## config.mk

```make
export PLATFORM = sky130hd
export DESIGN_NAME = jtag_tap_target
export DESIGN_NICKNAME = d
export VERILOG_FILES = /design/src/rtl/jtag_tap_target_pkg.sv /design/src/rtl/jtag_tap_target_fsm.sv /design/src/rtl/jtag_tap_target.sv
export SDC_FILE = /design/constraint.sdc
export NUM_CORES = 1
export LEC_CHECK = 0
export BUFFER_PORTS_ARGS = -buffer_cell sky130_fd_sc_hd__clkbuf_2
export CAP_MARGIN = 20
export CORE_AREA = 2 2 140 142
export DETAILED_ROUTE_END_ITERATION = 10
export DIE_AREA = 0 0 142 144
export PLACE_DENSITY_LB_ADDON = 0.15
export SLEW_MARGIN = 5
export SYNTH_ARGS = -nofsm -noshare
export SYNTH_HDL_FRONTEND = slang
export SYNTH_SLANG_ARGS = --single-unit
```

## constraint.sdc

```tcl
create_clock -name clk -period 5.32 [get_ports clk]
set_input_delay 0.798 -clock clk [delete_from_list [all_inputs] [get_ports clk]]
set_output_delay 0.798 -clock clk [all_outputs]
set_load 0.05 [all_outputs]
```

## src/rtl/jtag_tap_target_pkg.sv

```systemverilog
// Shared JTAG definitions: instruction opcodes, TAP state encoding, DR select
// and the pattern the IR captures.
package JtagGlobalPkg;

   typedef enum logic [4:0] {
      bypassRegister        = 5'b00000,
      userDefinedRegister   = 5'b00001,
      boundaryScanRegisters = 5'b00010,
      jtagIdcodeRegister    = 5'b00011
   } JtagInstructionOpcodeEnum;

   // Encoding is fixed by declaration order: reset is 0, UpdateDr is 15.
   typedef enum logic [3:0] {
      jtagResetState,
      jtagIdleState,
      jtagDrScanState,
      jtagIrScanState,
      jtagCaptureIrState,
      jtagShiftIrState,
      jtagExit1IrState,
      jtagPauseIrState,
      jtagExit2IrState,
      jtagUpdateIrState,
      jtagCaptureDrState,
      jtagShiftDrState,
      jtagExit1DrState,
      jtagPauseDrState,
      jtagExit2DrState,
      jtagUpdateDrState
   } JtagTapStates;

   typedef enum logic [1:0] {
      selBypass,
      selUser,
      selBoundary,
      selIdcode
   } JtagDrSelect;

   // IR capture pattern: LSB set, everything else clear.
   localparam logic [4:0] IR_CAPTURE_VALUE = 5'b00001;
   localparam int         IDCODE_WIDTH     = 32;

endpackage

```

## src/rtl/jtag_tap_target_fsm.sv

```systemverilog
// 16-state TAP controller: next-state logic and the registered state.
module jtag_tap_fsm
   import JtagGlobalPkg::*;
(
   input  logic       clk,
   input  logic       reset,
   input  logic       tms,
   output logic [3:0] tapState
);

   JtagTapStates state;

   assign tapState = state;

   // Advance the TAP state on every rising edge, steered by tms.
   always_ff @(posedge clk or posedge reset) begin
      if (reset) begin
         state <= jtagResetState;
      end else begin
         case (state)
            jtagResetState:     state <= tms ? jtagResetState    : jtagIdleState;
            jtagIdleState:      state <= tms ? jtagDrScanState   : jtagIdleState;
            jtagDrScanState:    state <= tms ? jtagIrScanState   : jtagCaptureDrState;
            jtagIrScanState:    state <= tms ? jtagResetState    : jtagCaptureIrState;
            jtagCaptureIrState: state <= tms ? jtagExit1IrState  : jtagShiftIrState;
            jtagShiftIrState:   state <= tms ? jtagExit1IrState  : jtagShiftIrState;
            jtagExit1IrState:   state <= tms ? jtagUpdateIrState : jtagPauseIrState;
            jtagPauseIrState:   state <= tms ? jtagExit2IrState  : jtagPauseIrState;
            jtagExit2IrState:   state <= tms ? jtagUpdateIrState : jtagShiftIrState;
            jtagUpdateIrState:  state <= tms ? jtagDrScanState   : jtagIdleState;
            jtagCaptureDrState: state <= tms ? jtagExit1DrState  : jtagShiftDrState;
            jtagShiftDrState:   state <= tms ? jtagExit1DrState  : jtagShiftDrState;
            jtagExit1DrState:   state <= tms ? jtagUpdateDrState : jtagPauseDrState;
            jtagPauseDrState:   state <= tms ? jtagExit2DrState  : jtagPauseDrState;
            jtagExit2DrState:   state <= tms ? jtagUpdateDrState : jtagShiftDrState;
            jtagUpdateDrState:  state <= tms ? jtagDrScanState   : jtagIdleState;
            default:            state <= jtagResetState;
         endcase
      end
   end

endmodule

```

## src/rtl/jtag_tap_target.sv

```systemverilog
// Target-side JTAG TAP: IR plus bypass/user/boundary/IDCODE data registers.
module jtag_tap_target
   import JtagGlobalPkg::*;
#(
   parameter int          INSTRUCTION_WIDTH   = 5,
   parameter int          TEST_VECTOR_WIDTH   = 32,
   parameter int          BOUNDARY_SCAN_WIDTH = 16,
   parameter logic [31:0] IDCODE_VALUE        = 32'h1000_0001
) (
   input  logic                           clk,
   input  logic                           reset,
   input  logic                           tms,
   input  logic                           tdi,
   output logic                           tdo,
   output logic                           tdoEnable,
   output logic [3:0]                     tapState,
   output logic [INSTRUCTION_WIDTH-1:0]   instruction,
   input  logic [TEST_VECTOR_WIDTH-1:0]   userDataIn,
   output logic [TEST_VECTOR_WIDTH-1:0]   userDataOut,
   input  logic [BOUNDARY_SCAN_WIDTH-1:0] boundaryIn,
   output logic [BOUNDARY_SCAN_WIDTH-1:0] boundaryOut,
   output logic                           updateStrobe
);

   localparam logic [INSTRUCTION_WIDTH-1:0] OP_USER     = INSTRUCTION_WIDTH'(userDefinedRegister);
   localparam logic [INSTRUCTION_WIDTH-1:0] OP_BOUNDARY = INSTRUCTION_WIDTH'(boundaryScanRegisters);
   localparam logic [INSTRUCTION_WIDTH-1:0] OP_IDCODE   = INSTRUCTION_WIDTH'(jtagIdcodeRegister);

   JtagTapStates                   state;
   JtagDrSelect                    drSel;
   logic [INSTRUCTION_WIDTH-1:0]   irShift;
   logic                           bypassShift;
   logic [TEST_VECTOR_WIDTH-1:0]   userShift;
   logic [BOUNDARY_SCAN_WIDTH-1:0] boundaryShift;
   logic [IDCODE_WIDTH-1:0]        idcodeShift;

   jtag_tap_fsm uFsm (
      .clk      (clk),
      .reset    (reset),
      .tms      (tms),
      .tapState (tapState)
   );

   assign state        = JtagTapStates'(tapState);
   assign tdoEnable    = (state == jtagShiftIrState) || (state == jtagShiftDrState);
   assign updateStrobe = (state == jtagUpdateDrState);

   // Unknown opcodes fall back to bypass.
   always_comb begin
      drSel = selBypass;
      if (instruction == OP_USER)          drSel = selUser;
      else if (instruction == OP_BOUNDARY) drSel = selBoundary;
      else if (instruction == OP_IDCODE)   drSel = selIdcode;
   end

   // IR capture/shift/update; the instruction is held at bypass while in reset state.
   always_ff @(posedge clk or posedge reset) begin
      if (reset) begin
         irShift     <= '0;
         instruction <= '0;
      end else begin
         case (state)
            jtagResetState:     instruction <= '0;
            jtagCaptureIrState: irShift     <= INSTRUCTION_WIDTH'(IR_CAPTURE_VALUE);
            jtagShiftIrState:   irShift     <= {tdi, irShift[INSTRUCTION_WIDTH-1:1]};
            jtagUpdateIrState:  instruction <= irShift;
            default: ;
         endcase
      end
   end

   // DR capture/shift for the selected register, parallel update on leaving UpdateDr.
   always_ff @(posedge clk or posedge reset) begin
      if (reset) begin
         bypassShift   <= 1'b0;
         userShift     <= '0;
         boundaryShift <= '0;
         idcodeShift   <= '0;
         userDataOut   <= '0;
         boundaryOut   <= '0;
      end else begin
         case (state)
            jtagCaptureDrState: begin
               case (drSel)
                  selBypass:   bypassShift   <= 1'b0;
                  selUser:     userShift     <= userDataIn;
                  selBoundary: boundaryShift <= boundaryIn;
                  selIdcode:   idcodeShift   <= IDCODE_VALUE;
                  default: ;
               endcase
            end
            jtagShiftDrState: begin
               case (drSel)
                  selBypass:   bypassShift   <= tdi;
                  selUser:     userShift     <= {tdi, userShift[TEST_VECTOR_WIDTH-1:1]};
                  // Shift form that also holds for a 1-bit boundary chain.
                  selBoundary: boundaryShift <= (boundaryShift >> 1)
                                              | (BOUNDARY_SCAN_WIDTH'(tdi) << (BOUNDARY_SCAN_WIDTH-1));
                  selIdcode:   idcodeShift   <= {tdi, idcodeShift[IDCODE_WIDTH-1:1]};
                  default: ;
               endcase
            end
            jtagUpdateDrState: begin
               if (drSel == selUser)     userDataOut <= userShift;
               if (drSel == selBoundary) boundaryOut <= boundaryShift;
            end
            default: ;
         endcase
      end
   end

   // tdo carries the LSB of whichever register is shifting, else 0.
   always_comb begin
      tdo = 1'b0;
      if (state == jtagShiftIrState) begin
         tdo = irShift[0];
      end else if (state == jtagShiftDrState) begin
         case (drSel)
            selBypass:   tdo = bypassShift;
            selUser:     tdo = userShift[0];
            selBoundary: tdo = boundaryShift[0];
            selIdcode:   tdo = idcodeShift[0];
            default:     tdo = 1'b0;
         endcase
      end
   end

endmodule
```

---- Yosys cells after proc, flatten, opt, wreduce, memory -nomap -nowiden ----
Index checks and enable logic that the tools add are counted.
storage, ports and cells
  word-level logic and storage cells ...... 87
  flip-flop bits (word level) ............. 143
cells by class
  bitwise logic cells ..................... 1
  equal/unequal tests ..................... 29
  multiplexer cells ....................... 33
  reductions and logical operators ........ 15
operator list
  operator                                               count
  2-to-1 mux 32 bit                                      4
  one-hot mux 32 bit (2 select lines)                    2
  one-hot mux 4 bit (12 select lines)                    1
  equality test 4 bit, second input constant             8
  2-to-1 mux 16 bit                                      2
  one-hot mux 16 bit (2 select lines)                    1
  one-hot mux 5 bit (2 select lines)                     2
  equality test 4 x 3 -> 1 bit, second input constant    4
  2-to-1 mux 4 bit                                       4
  bitwise OR 15 x 16 -> 16 bit                           1
  2-to-1 mux 2 bit                                       7
  AND reduction 3 bit                                    4
  equality test 5 x 2 -> 1 bit, second input constant    2
  2-to-1 mux 3 bit                                       3
  equality test 4 x 2 -> 1 bit, second input constant    2
  inequality test 2 x 1 -> 1 bit, second input constant  4
  inequality test 2 bit, second input constant           4
  nonzero test 2 bit                                     3
  equality test 5 x 1 -> 1 bit, second input constant    1
  2-to-1 mux 1 bit                                       5
  equality test 2 bit, second input constant             2
  equality test 4 x 1 -> 1 bit, second input constant    1
  zero test 4 bit                                        1
  one-hot mux 1 bit (4 select lines)                     1
  other kinds (7)                                        9

---- Logic depth before layout (Yosys ltp) ----
Gate-level depths: netlist of the first run.
  depth after elaboration ................. 8
  depth in mapped cells ................... 6

---- Modules after synthesis ----
Synthesis of the first run repeated with hierarchy kept, for this count alone.
second synthesis, totals
  cells, all modules ...................... 555
  area total of the unflattened synthesis .. 6206.0 µm²
modules (own cells, without submodules)
  module           times used  cells each  seq. area each (µm²)  area each (µm²)
  jtag_tap_target  1           518         3478.3                5893.2
  jtag_tap_fsm     1           37          100.1                 312.8

---- Worst setup path before layout of the first run ----
Ideal clock, no wire load.
  path kind ............................... flip-flop to output port
  start ................................... reg uFsm.state[0] (netlist: uFsm.tapState[0])
  end ..................................... out tdoEnable
  cell stages (with the launch flop) ...... 5
  arrival ................................. 2.584 ns
  setup slack ............................. 1.938 ns
  cell sequence ........................... dfrtp_1 -> buf_2 -> buf_2 -> clkbuf_1 -> a21boi_0
between the ends
  cells in the longest elaborated chain, start to end .. 2
RTL lines
  what                                                                        line                       text
  start: declaration                                                          jtag_tap_target_fsm.sv:11  JtagTapStates state;
  start signal: assignment                                                    jtag_tap_target_fsm.sv:18  state <= jtagResetState;
  start signal: assignment                                                    jtag_tap_target_fsm.sv:21  jtagResetState: state <= tms ? jtagResetState : jtagIdleState;
  start signal: assignment                                                    jtag_tap_target_fsm.sv:22  jtagIdleState: state <= tms ? jtagDrScanState : jtagIdleState;
  equality test 4 x 3 -> 1 bit / equality test 4 bit (equally long branches)  jtag_tap_target.sv:45      assign tdoEnable = (state == jtagShiftIrState) || (state == jtagShiftDrState);
  logical OR 1 bit (*)                                                        jtag_tap_target.sv:45
  end: declaration                                                            jtag_tap_target.sv:15      output logic tdoEnable,
Mark *: on every way between the ends. The rest lies on a longest branch, timed or not.

---- Worst setup path in the final report of the first run ----
  start ................................... reg uFsm.state[0] (netlist: uFsm.tapState[0])
  end ..................................... out tapState[0]
RTL lines
  what              line                   text
  end: declaration  jtag_tap_target.sv:16  output logic [3:0] tapState,
No word-level cell between the ends.

==> results of run 1 <==
flip-flops by register name, summed over array words and instances, names as in the netlist:
register,count
boundaryOut,16
irShift,5
userDataOut,32
idcodeShift,32
uFsm.tapState,4
instruction,5
bypassShift,1
boundaryShift,16
userShift,32
power breakdown:
part           internal (W)  total, W  switching (W)
sequential          0.00124   0.00147       0.000232
combinational      0.000419  0.000914       0.000495
clock              0.000812   0.00128       0.000465
layout make-up:
class / instances / area, um^2 / share of cell area
flip-flops and latches: 143 / 3580 / 0.454
multi-input cells: 285 / 2650 / 0.335
clock inverters: 13 / 186 / 0.0236
repair buffers: 116 / 593 / 0.0751
inverters: 35 / 136 / 0.0173
well taps: 238 / 298 / 0.0377
clock buffers: 19 / 453 / 0.0574
stage by stage:
stage | setup slack (ns) | power [W] | instance area [um^2] | hold WS, ns | std cells
after global routing | 2.06 | 0.00388 | 7900 | 0.524 | 849
after floorplan | 0.684 | 0.00220 | 6550 | 0.458 | 492
after detailed placement | 2.51 | 0.00242 | 7260 | 0.486 | 817
final | 2.25 | 0.00367 | 7900 | 0.494 | 849
after CTS | 2.17 | 0.00372 | 7900 | 0.501 | 849
after global placement | 2.57 | 0.00240 | 7260 | 0.472 | 817
logic make-up (layout without fill, tap and decap cells):
kind of cell / after synthesis / count (layout) / share of synthesized area
flip-flops: 143 / 143 / 0.546
multiplexers: 176 / 176 / 0.303
AND/OR/NAND/NOR: 70 / 70 / 0.0592
buffers and inverters: 64 / 183 / 0.0493
XOR/XNOR: 2 / 2 / 0.00267
AO/OA/AOI/OAI: 37 / 37 / 0.0399
path summary, 6_finish.rpt:
kind	startpoint	to	slack [ns]	cells after the start
min reg2reg	idcodeShift[0]$_DFFE_PP0P_	idcodeShift[0]$_DFFE_PP0P_	0.49	1
min	idcodeShift[0]$_DFFE_PP0P_	idcodeShift[0]$_DFFE_PP0P_	0.49	1
max reg2reg	uFsm.tapState[3]$_DFF_PP0_	idcodeShift[28]$_DFFE_PP0P_	2.53	4
min in group asynchronous	reset	userDataOut[21]$_DFFE_PP0P_	0.58	2
max in group asynchronous	reset	boundaryOut[4]$_DFFE_PP0P_	3.67	3
max	uFsm.tapState[0]$_DFF_PP0_	tapState[0]	2.25	2
cell usage in the layout (no fill, tap or decap), drive strengths merged, types with 2 or more instances in the layout:
master and instances:
o22ai 3, nand2 42, nor3 6, clkinv 7
a21boi 2, dfrtp 143, o21ai 10, mux2 146
clkbuf 130, nand2b 5, a22o 10, o21a 2
a21oi 3, nor2b 2, buf 5, or3 3
a22oi 2, bufinv 4, mux2i 30, nand3b 3
nand4 2, inv 36, nor2 2
layer usage:
| layer | vias up | track usage | routed length (um) |
|---|---|---|---|
| met5 | - | 0 | 0 |
| li1 | 1912 | - | - |
| met2 | 94 | 0.207 | 6020 |
| met3 | 15 | 0.0480 | 823 |
| met4 | 0 | 0.0458 | 183 |
| met1 | 1975 | 0.175 | 6140 |
==> results.md, run 1 <==
* Fin Setup TNS at 0 ns
* Chip width at approximately 140 um
* FILL cells at around 1.8k
* CP Capture Type: output pin
* CP peak stage delay at slightly above 0.8 ns
* Crit path buffers/inverters at 2
* Final Cycle Share at 0.577
* Clock sinks at between 100 and 150
* Setup CP Type: flip-flop to output pin
* First-pass GRT wire length at roughly 22000 um
* Unrepaired setup endpoints after global routing: false
* Die Y at ~140 um
* Kind of cell adding the most delay to the critical path: buffers and inverters
* Post-synth top flop: dfrtp_1
* Number of global-route vias before repair at about 4.2k
* Setup bufs post-CTS at 0
* Most frequent cells after synthesis: 143 x dfrtp_1, 129 x mux2_2, 42 x nand2_1, 35 x inv_1, 30 x mux2i_1
* Largest net degree at the start of global routing at around 110
* DRT Wirelength at around 13000 um
* 1st-iter DRT viols at around 130
* Number of synthesized flops with an enable pin at 0
* Antenna violations before repair at 0
* Power per cell area at 464 nW/um^2
* Post-synth cell types at 39
* Top-count cell post-synth: dfrtp_1
* Fin. max-slew vios at 0
* Max_slew headroom at 0.356
* Max cap viols at 0
* Clock latency on the worst-skew pair at between 0.4 and 0.5 ns
* CTS Hold Bufs at 0
* Largest fanout on the critical path at 54
* Area delta synth->final at 20.6%
* Period minus WS final at between 3 and 4 ns
* Gr usage total at 0.134
* Initial DRT Pass Iterations at 5
* Cts bufs inserted at 17
* Synthesized instance count at between 400 and 500
* Clk_skew at 0.00663 ns
* Post-route ant nets at 0
* Post_cts resized at 0
* Maximum clock rate at between 300 and 400 MHz
* Worst-path cell with the longest stage delay: dfrtp_4
* Clock transition at the registers of the reported paths at ~0.060 ns
* Post-layout util at 0.414
* Share of layout cells above drive strength 1 at 0.486
* Worst slew pin tran at slightly below 1 ns
* Overflow after GRT at 0
* Root Buffer: clkbuf_16
* Final Hold Viols at 0
* TritonCTS clock tree: built
* H-tree Lvls at 4
* Synth warnings at 0
* Mean Syn Cell Area at between 10 and 15 um^2
* Critical path, cell by cell: buf_4 -> clkbuf_2
* Nets at between 600 and 700
* Status: completed
* Buffers added on ports at roughly 110
* Number of antenna diodes at 0
* Core area at about 19000 um^2
* Via density at between 4 and 5
* Asr flop ratio synth at 1.00
* CP arrival at between 2 and 2.5 ns
* Clock Path Buffers at 2
* Detailed Place HPWL at ~8600 um
* Seq/Total Area, Yosys at 0.546
* Hold Path Class: flip-flop to flip-flop
* Seq cells post-synth at between 100 and 150
* # rows at between 50 and 60
* Share of the synthesized area in the top cell type at 0.546
* Worst EP required at roughly 4.5 ns
* # setup viols final at 0
* Die footprint at between 20000 and 25000 um^2
* Routability Congestion at between 0.7 and 0.8
* Starting Density at 0.343
* Leakage power at 3.90 nW
* Synth area leaders: dfrtp_1 55%, mux2_2 22%, mux2i_1 4.6%
* Cell taking the most area after synthesis: dfrtp_1
* Syn nets at 544
* VDD IR-drop max at 0.000249 V
* Post-Syn Area at approximately 6600 um^2
* Wire per inst at roughly 16 um
* DRC Markers at 0
* Startpoint types: flip-flop
* I/O pin count at approximately 110
* DR vias at around 4k
Power figures use the tool's default switching activity.
==> inputs of run 2 (changes only) <==
ABC_AREA = 1   (was not set)
CORE_AREA = 2 2 138 140   (was 2 2 140 142)
DIE_AREA = 0 0 140 142   (was 0 0 142 144)
clock period = 2.5 ns   (was 5.32 ns; I/O delays follow)
==> run 2 against run 1 <==
  * The flow now finishes with violations (design-rule violations)
  * Die area down 2.8%
  * Sequential share of layout area up 0.69 points
  * Clock skew up 0.015 ns
  * Highest routed layer unchanged
==> results.md, run 2 <==
* Status: complete, but fails checks
* Violated checks: design-rule violations
* Clock latency on the worst-skew pair at approximately 0.43 ns
* Synth warnings at 0
* Setup CP Type: flip-flop to output pin
* Commonest non-fill, non-tap cell in the layout: nand2_1
* Detailed Place HPWL at between 9000 and 10000 um
* Routability Congestion at 0.801
* Synth Area in Simple Gates at 0.225
* Starting Density at 0.345
* Post-synth cell types at 27
* First-pass GRT wire length at ~24000 um
* # rows at 50
* Hold Path Class: input pin to async pin
* Overflow after GRT at 0
* Number of antenna diodes at 0
* Unrepaired setup endpoints after global routing: false
* # setup viols final at 0
* Wire per inst at 13.1 um
* Max cap viols at 0
* Dpl cell area at roughly 7000 um^2
* Critical path, cell by cell: nor2_1 -> nand2_1 -> nand2_1 -> clkbuf_2
* CTS Hold Bufs at 0
* Post-layout util at 0.421
* Synth area leaders: dfrtp_1 56%, nand2_1 13%, inv_1 4.8%
* Share of the synthesized area in the top cell type at 0.562
* Post_cts resized at 0
* Buffers added on ports at between 100 and 150
* Area delta synth->final at 22.1%
* Post-synthesis mux area share at 0
* Startpoint types: flip-flop
* Number of synthesized flops with an enable pin at 0
* Post-synth top flop: dfrtp_1
* Mean Syn Cell Area at approximately 8.5 um^2
* Final Hold Viols at 0
* Max_slew headroom at 0.594
* Root Buffer: clkbuf_16
* Setup bufs post-CTS at 0
* Post-route ant nets at 0
* Power per cell area at approximately 1100 nW/um^2
* Leakage power at 4.26 nW
* Synthesized instance count at approximately 750
* 1st-iter DRT viols at approximately 260
* Adder-Cell Fraction of Synth Area at 0
* Top-count cell post-synth: nand2_1
* Worst slew pin tran at 0.609 ns
* Kind of cell adding the most delay to the critical path: simple AND/OR/NAND/NOR gates
* Worst EP required at about 2.1 ns
* Complex-gate fraction of the synthesized area at 0.128
* Via density at about 4.6
* Die footprint at approximately 20000 um^2
* FILL cells at 1882
* Fin. max-slew vios at 0
* Nets at 903
* Crit path buffers/inverters at 1
* Core area at approximately 18000 um^2
* Cell taking the most area after synthesis: dfrtp_1
* Number of global-route vias before repair at 4795
* Cell mode on critical path: nand2_1
* Period minus WS final at about 2.3 ns
* CP Capture Type: output pin
* Share of layout cells above drive strength 1 at 0.218
* VDD IR-drop max at 0.000523 V
* Maximum clock rate at approximately 440 MHz
* Power Total at around 0.0083 W
* Levels on crit path at 4
* Gr usage total at 0.151
* Min Hold Slack at between 0.06 and 0.07 ns
* Clk_skew at about 0.022 ns
* H-tree Lvls at 4
* CP arrival at about 1.9 ns
* Antenna violations before repair at 0
* Clock Path Buffers at 2
* Asr flop ratio synth at 1.00
* Largest fanout on the critical path at 12
* Largest registers: idcodeShift x32, userDataOut x32, userShift x32
* I/O pin count at 112
* Worst-path cell with the longest stage delay: dfrtp_1
* Cts bufs inserted at 17
* CP peak stage delay at between 0.5 and 0.6 ns
* Largest net degree at the start of global routing at 80
* Post-Syn Area at about 6400 um^2
* Final Cycle Share at 0.916
* Seq/Total Area, Yosys at 0.562
* Clock sinks at 143
* Fin Setup TNS at 0 ns
* DRC Markers at 5
* Synth Area in XOR/XNOR at 0
* Reg2reg path depth at 6
* Initial DRT Pass Iterations at 7
* Final instance area at ~7800 um^2
* Main combinational cell family by area after synthesis: simple AND/OR/NAND/NOR gates
* Die Y at between 100 and 150 um
* Commonest cells after routing, fill and taps aside: 227 x nand2_1, 143 x dfrtp_1, 110 x clkbuf_2, 80 x inv_1, 60 x o21ai_0
* Most frequent cells after synthesis: 227 x nand2_1, 143 x dfrtp_1, 81 x inv_1, 60 x o21ai_0, 54 x nand3_1
* DR vias at 5031
* Clock transition at the registers of the reported paths at 0.06 ns
* Chip width at around 140 um
* Syn nets at 799
* TritonCTS clock tree: built
* Seq cells post-synth at 143
* DRT Wirelength at 14400 um
==> run 2: cell types whose count changed after synthesis, sizes merged, moves of 10 or more <==
cell and delta:
a21oi +31, a22o -10, buf +11, inv +52
mux2 -146, mux2i -30, nand2 +186, nand3 +55
nor2 +49, o21a +14, o21ai +67
==> run 2: worst reg2reg max path, stage by stage (launching register included) <==
cell,delay (ns)
dfrtp_1,0.62
nand2_1,0.29
nor2_2,0.21
nand3_2,0.08
buf_4,0.32
nand2_1,0.16
o21ai_0,0.08
==> run 2: power breakdown <==
| part | switching (W) | internal (W) | leakage (nW) |
|---|---|---|---|
| Combinational | 0.00182 | 0.000633 | 2.15 |
| Sequential | 0.000357 | 0.00281 | 1.83 |
| Clock | 0.00100 | 0.00168 | 0.290 |
==> run 2: layout make-up <==
cell class	instances	area, um^2	area share
Multi-Input combinational cell	480	2260	0.291
Clock buffer	19	433	0.0557
Tap cell	234	293	0.0377
Clock inverter	13	186	0.0240
Timing Repair Buffer	122	691	0.0889
Sequential cell	143	3580	0.460
Inverter	87	330	0.0425
==> run 2: path summary, 6_finish.rpt <==
kind | startpoint | end | slack, ns
max | uFsm.tapState[1]$_DFF_PP0_ | tdoEnable | 0.21
min | reset | instruction[0]$_DFFE_PP0P_ | 0.06
max reg2reg | uFsm.tapState[1]$_DFF_PP0_ | userDataOut[24]$_DFFE_PP0P_ | 0.61
min reg2reg | boundaryOut[8]$_DFFE_PP0P_ | boundaryOut[8]$_DFFE_PP0P_ | 0.47
max in group asynchronous | reset | idcodeShift[28]$_DFFE_PP0P_ | 2.05
min in group clk | userDataIn[11] | userShift[11]$_DFFE_PP0P_ | 0.27
==> run 2: logic make-up (layout without fill, tap and decap cells) <==
group	count (synthesis)	after routing
AND/OR/NAND/NOR	342	342
flip-flops	143	143
AO/OA/AOI/OAI	138	138
buffers and inverters	124	241
==> run 2: layer usage <==
| metal | part of all wire | wire [um] | global-route usage | up-vias |
|---|---|---|---|---|
| li1 | - | - | - | 2577 |
| met1 | 0.50 | 7150 | 0.211 | 2353 |
| met2 | 0.46 | 6570 | 0.231 | 90 |
| met3 | 0.035 | 507 | 0.0363 | 11 |
| met4 | 0.010 | 144 | 0.0526 | 0 |
| met5 | 0 | 0 | 0 | - |
==> run 2: stage by stage <==
stage	setup slack [ns]	cells
after floorplan	0.244	747
after global placement	0.635	1066
after detailed placement	0.596	1066
after CTS	0.187	1098
after global routing	0.0965	1098
final	0.209	1098
==> inputs of run 3 (changes only) <==
SETUP_SLACK_MARGIN = 0.3   (was not set)
==> run 3 against run 2 <==
  * The flow still finishes with violations (design-rule violations)
  * Design area grew 1.4%
  * Maximum frequency is 11% higher
  * Clock skew decreased by 0.015 ns
  * Clock power rose by 3%
  * Final cell count up 0.36%
  * Worst setup slack improved by 0.23 ns
  * Sequential power is essentially flat
  * Critical path depth fell by 1
  * Die area did not move
==> results.md, run 3 (same netlist as run 2, synthesis figures left out) <==
* Status: complete, but fails checks
* Violated checks: design-rule violations
* Share of layout cells above drive strength 1 at 0.229
* FILL cells at 1875
* Startpoint types: flip-flop
* Final Hold Viols at 0
* Commonest non-fill, non-tap cell in the layout: nand2_1
* Root Buffer: clkbuf_16
* Wire per inst at about 13 um
* Worst slew pin tran at approximately 0.61 ns
* Number of global-route vias before repair at 4853
* Dpl cell area at 7180 um^2
* Post-route ant nets at 0
* # rows at 50
* Area delta synth->final at 23.9%
* Die footprint at slightly below 20000 um^2
* Gr usage total at 0.152
* CP arrival at ~1.7 ns
* Critical path, cell by cell: nand2_1 -> nor2_4 -> clkbuf_2
* CP peak stage delay at roughly 0.52 ns
* Period minus WS final at 2.07 ns
* Chip width at between 100 and 150 um
* Max_slew headroom at 0.592
* Kind of cell adding the most delay to the critical path: flip-flops
* Nets at a little over 900
* TritonCTS clock tree: built
* # setup viols final at 0
* Clock Path Buffers at 2
* Via density at ~4.6
* Commonest cells after routing, fill and taps aside: 226 x nand2_1, 138 x dfrtp_1, 109 x clkbuf_2, 80 x inv_1, 60 x o21ai_0
* Detailed Place HPWL at approximately 9500 um
* Hold Crit Start: tdi
* Clock sinks at about 140
* Buffers added on ports at 111
* Setup CP Type: flip-flop to output pin
* Reg-to-reg endpoint: userShift[23]$_DFFE_PP0P_
* Cts bufs inserted at 17
* Routability Congestion at 0.785
* Max cap viols at 0
* DRC Markers at 6
* Reg2reg path depth at 9
* CP Capture Type: output pin
* Fin. max-slew vios at 0
* DRT Wirelength at approximately 14000 um
* Worst hold endpoint: irShift[4]$_DFFE_PP0P_
* Clock transition at the registers of the reported paths at 0.06 ns
* Die Y at roughly 140 um
* Largest registers: idcodeShift x32, userDataOut x32, userShift x32
* Unrepaired setup endpoints after global routing: false
* Post-layout util at 0.427
* Initial DRT Pass Iterations at 8
* First-pass GRT wire length at around 24000 um
* I/O pin count at between 100 and 150
* Clk_skew at between 0.006 and 0.007 ns
* Reg2reg start: instruction[4]$_DFFE_PP0P_
* Largest fanout on the critical path at 12
* Final instance area at slightly below 8000 um^2
* H-tree Lvls at 4
* Leakage power at around 4.3 nW
* Clock latency on the worst-skew pair at just over 0.4 ns
* Number of antenna diodes at 0
* Worst EP required at between 2 and 2.5 ns
* Core area at 18500 um^2
* Largest net degree at the start of global routing at 65
* Fin Setup TNS at 0 ns
* Worst Hold Path Cells at 3
* Power per cell area at around 1100 nW/um^2
* Starting Density at 0.345
* Antenna violations before repair at 0
* Crit path buffers/inverters at 1
* Final Cycle Share at 0.826
* VDD IR-drop max at about 0.00048 V
* DR vias at around 5k
* Maximum clock rate at about 480 MHz
* 1st-iter DRT viols at 279
* Worst-path cell with the longest stage delay: dfrtp_2
* Overflow after GRT at 0
* Hold Path Class: input pin to flip-flop
* FF-to-FF setup slack at about 0.66 ns
run 3: cell count changes in the layout (fill, tap and decap cells not counted), moves of 2 or more:
cell        previous run  this run
nor2_4                 1         4
dfrtp_1              143       138
buf_4                  8        13
dfrtp_2                0         5
clkinvlp_4             5         1
clkbuf_8               0         6
nor2_1                44        42
inv_6                  3         0
run 3: what timing repair did:
item	4_1_cts	5_1_grt
pin swaps	0	1
cloned	0	0
setup buffers	2	1
hold buffers	1	0
resized for setup	3	9
endpoints found under the hold margin	5	0
endpoints found under the setup margin	3	2
run 3: metal layers:
| layer | vias to the layer above | track usage | part of all wire |
|---|---|---|---|
| met2 | 84 | 0.236 | 0.45 |
| li1 | 2591 | - | - |
| met5 | - | 0 | 0 |
| met3 | 14 | 0.0464 | 0.043 |
| met1 | 2334 | 0.203 | 0.49 |
| met4 | 0 | 0.0542 | 0.017 |
run 3: cell type report:
class	count	area, um^2	share of cell area
Timing Repair Buffer	128	753	0.0955
Inverter	87	330	0.0419
Tap cell	234	293	0.0371
Clock inverter	5	125	0.0159
Multi-Input combinational cell	480	2280	0.289
Sequential cell	143	3580	0.455
Clock buffer	25	515	0.0654
run 3: where the power goes:
part	leakage, nW	switching [W]	internal [W]
Clock	0.315	0.000931	0.00182
Sequential	1.82	0.000363	0.00281
Combinational	2.18	0.00183	0.000658
Total	4.32	0.00312	0.00529
run 3: how the worst max path moves through the flow:
stage / from / endpoint / slack [ns] / depth (start not counted)
final: uFsm.tapState[1]$_DFF_PP0_ / updateStrobe / 0.43 / 3
after global routing: uFsm.tapState[1]$_DFF_PP0_ / updateStrobe / 0.33 / 3
after CTS: uFsm.tapState[0]$_DFF_PP0_ / tdoEnable / 0.30 / 5
after detailed placement: uFsm.tapState[1]$_DFF_PP0_ / boundaryOut[14]$_DFFE_PP0P_ / 0.52 / 5
after global placement: uFsm.tapState[1]$_DFF_PP0_ / boundaryOut[14]$_DFFE_PP0P_ / 0.57 / 5
after floorplan: uFsm.tapState[1]$_DFF_PP0_ / tdo / 0.24 / 6
run 3: worst register-to-register path: cells and delay by family, from the launching register on:
kind                   cells  cell delay (ns)
AND/OR/NAND/NOR            5             0.72
buffers and inverters      3             0.53
flip-flops                 1             0.42
AO/OA/AOI/OAI              1             0.10
run 3: stage by stage:
stage          hold slack [ns]  std cells  power, W  worst slack (ns)
4_1_cts                  0.255       1101   0.00849             0.300
2_1_floorplan            0.444        747   0.00502             0.244
6_report                 0.267       1102   0.00841             0.435
3_5_place_dp             0.345       1068   0.00569             0.519
3_3_place_gp             0.343       1068   0.00568             0.569
5_1_grt                  0.270       1102   0.00891             0.328
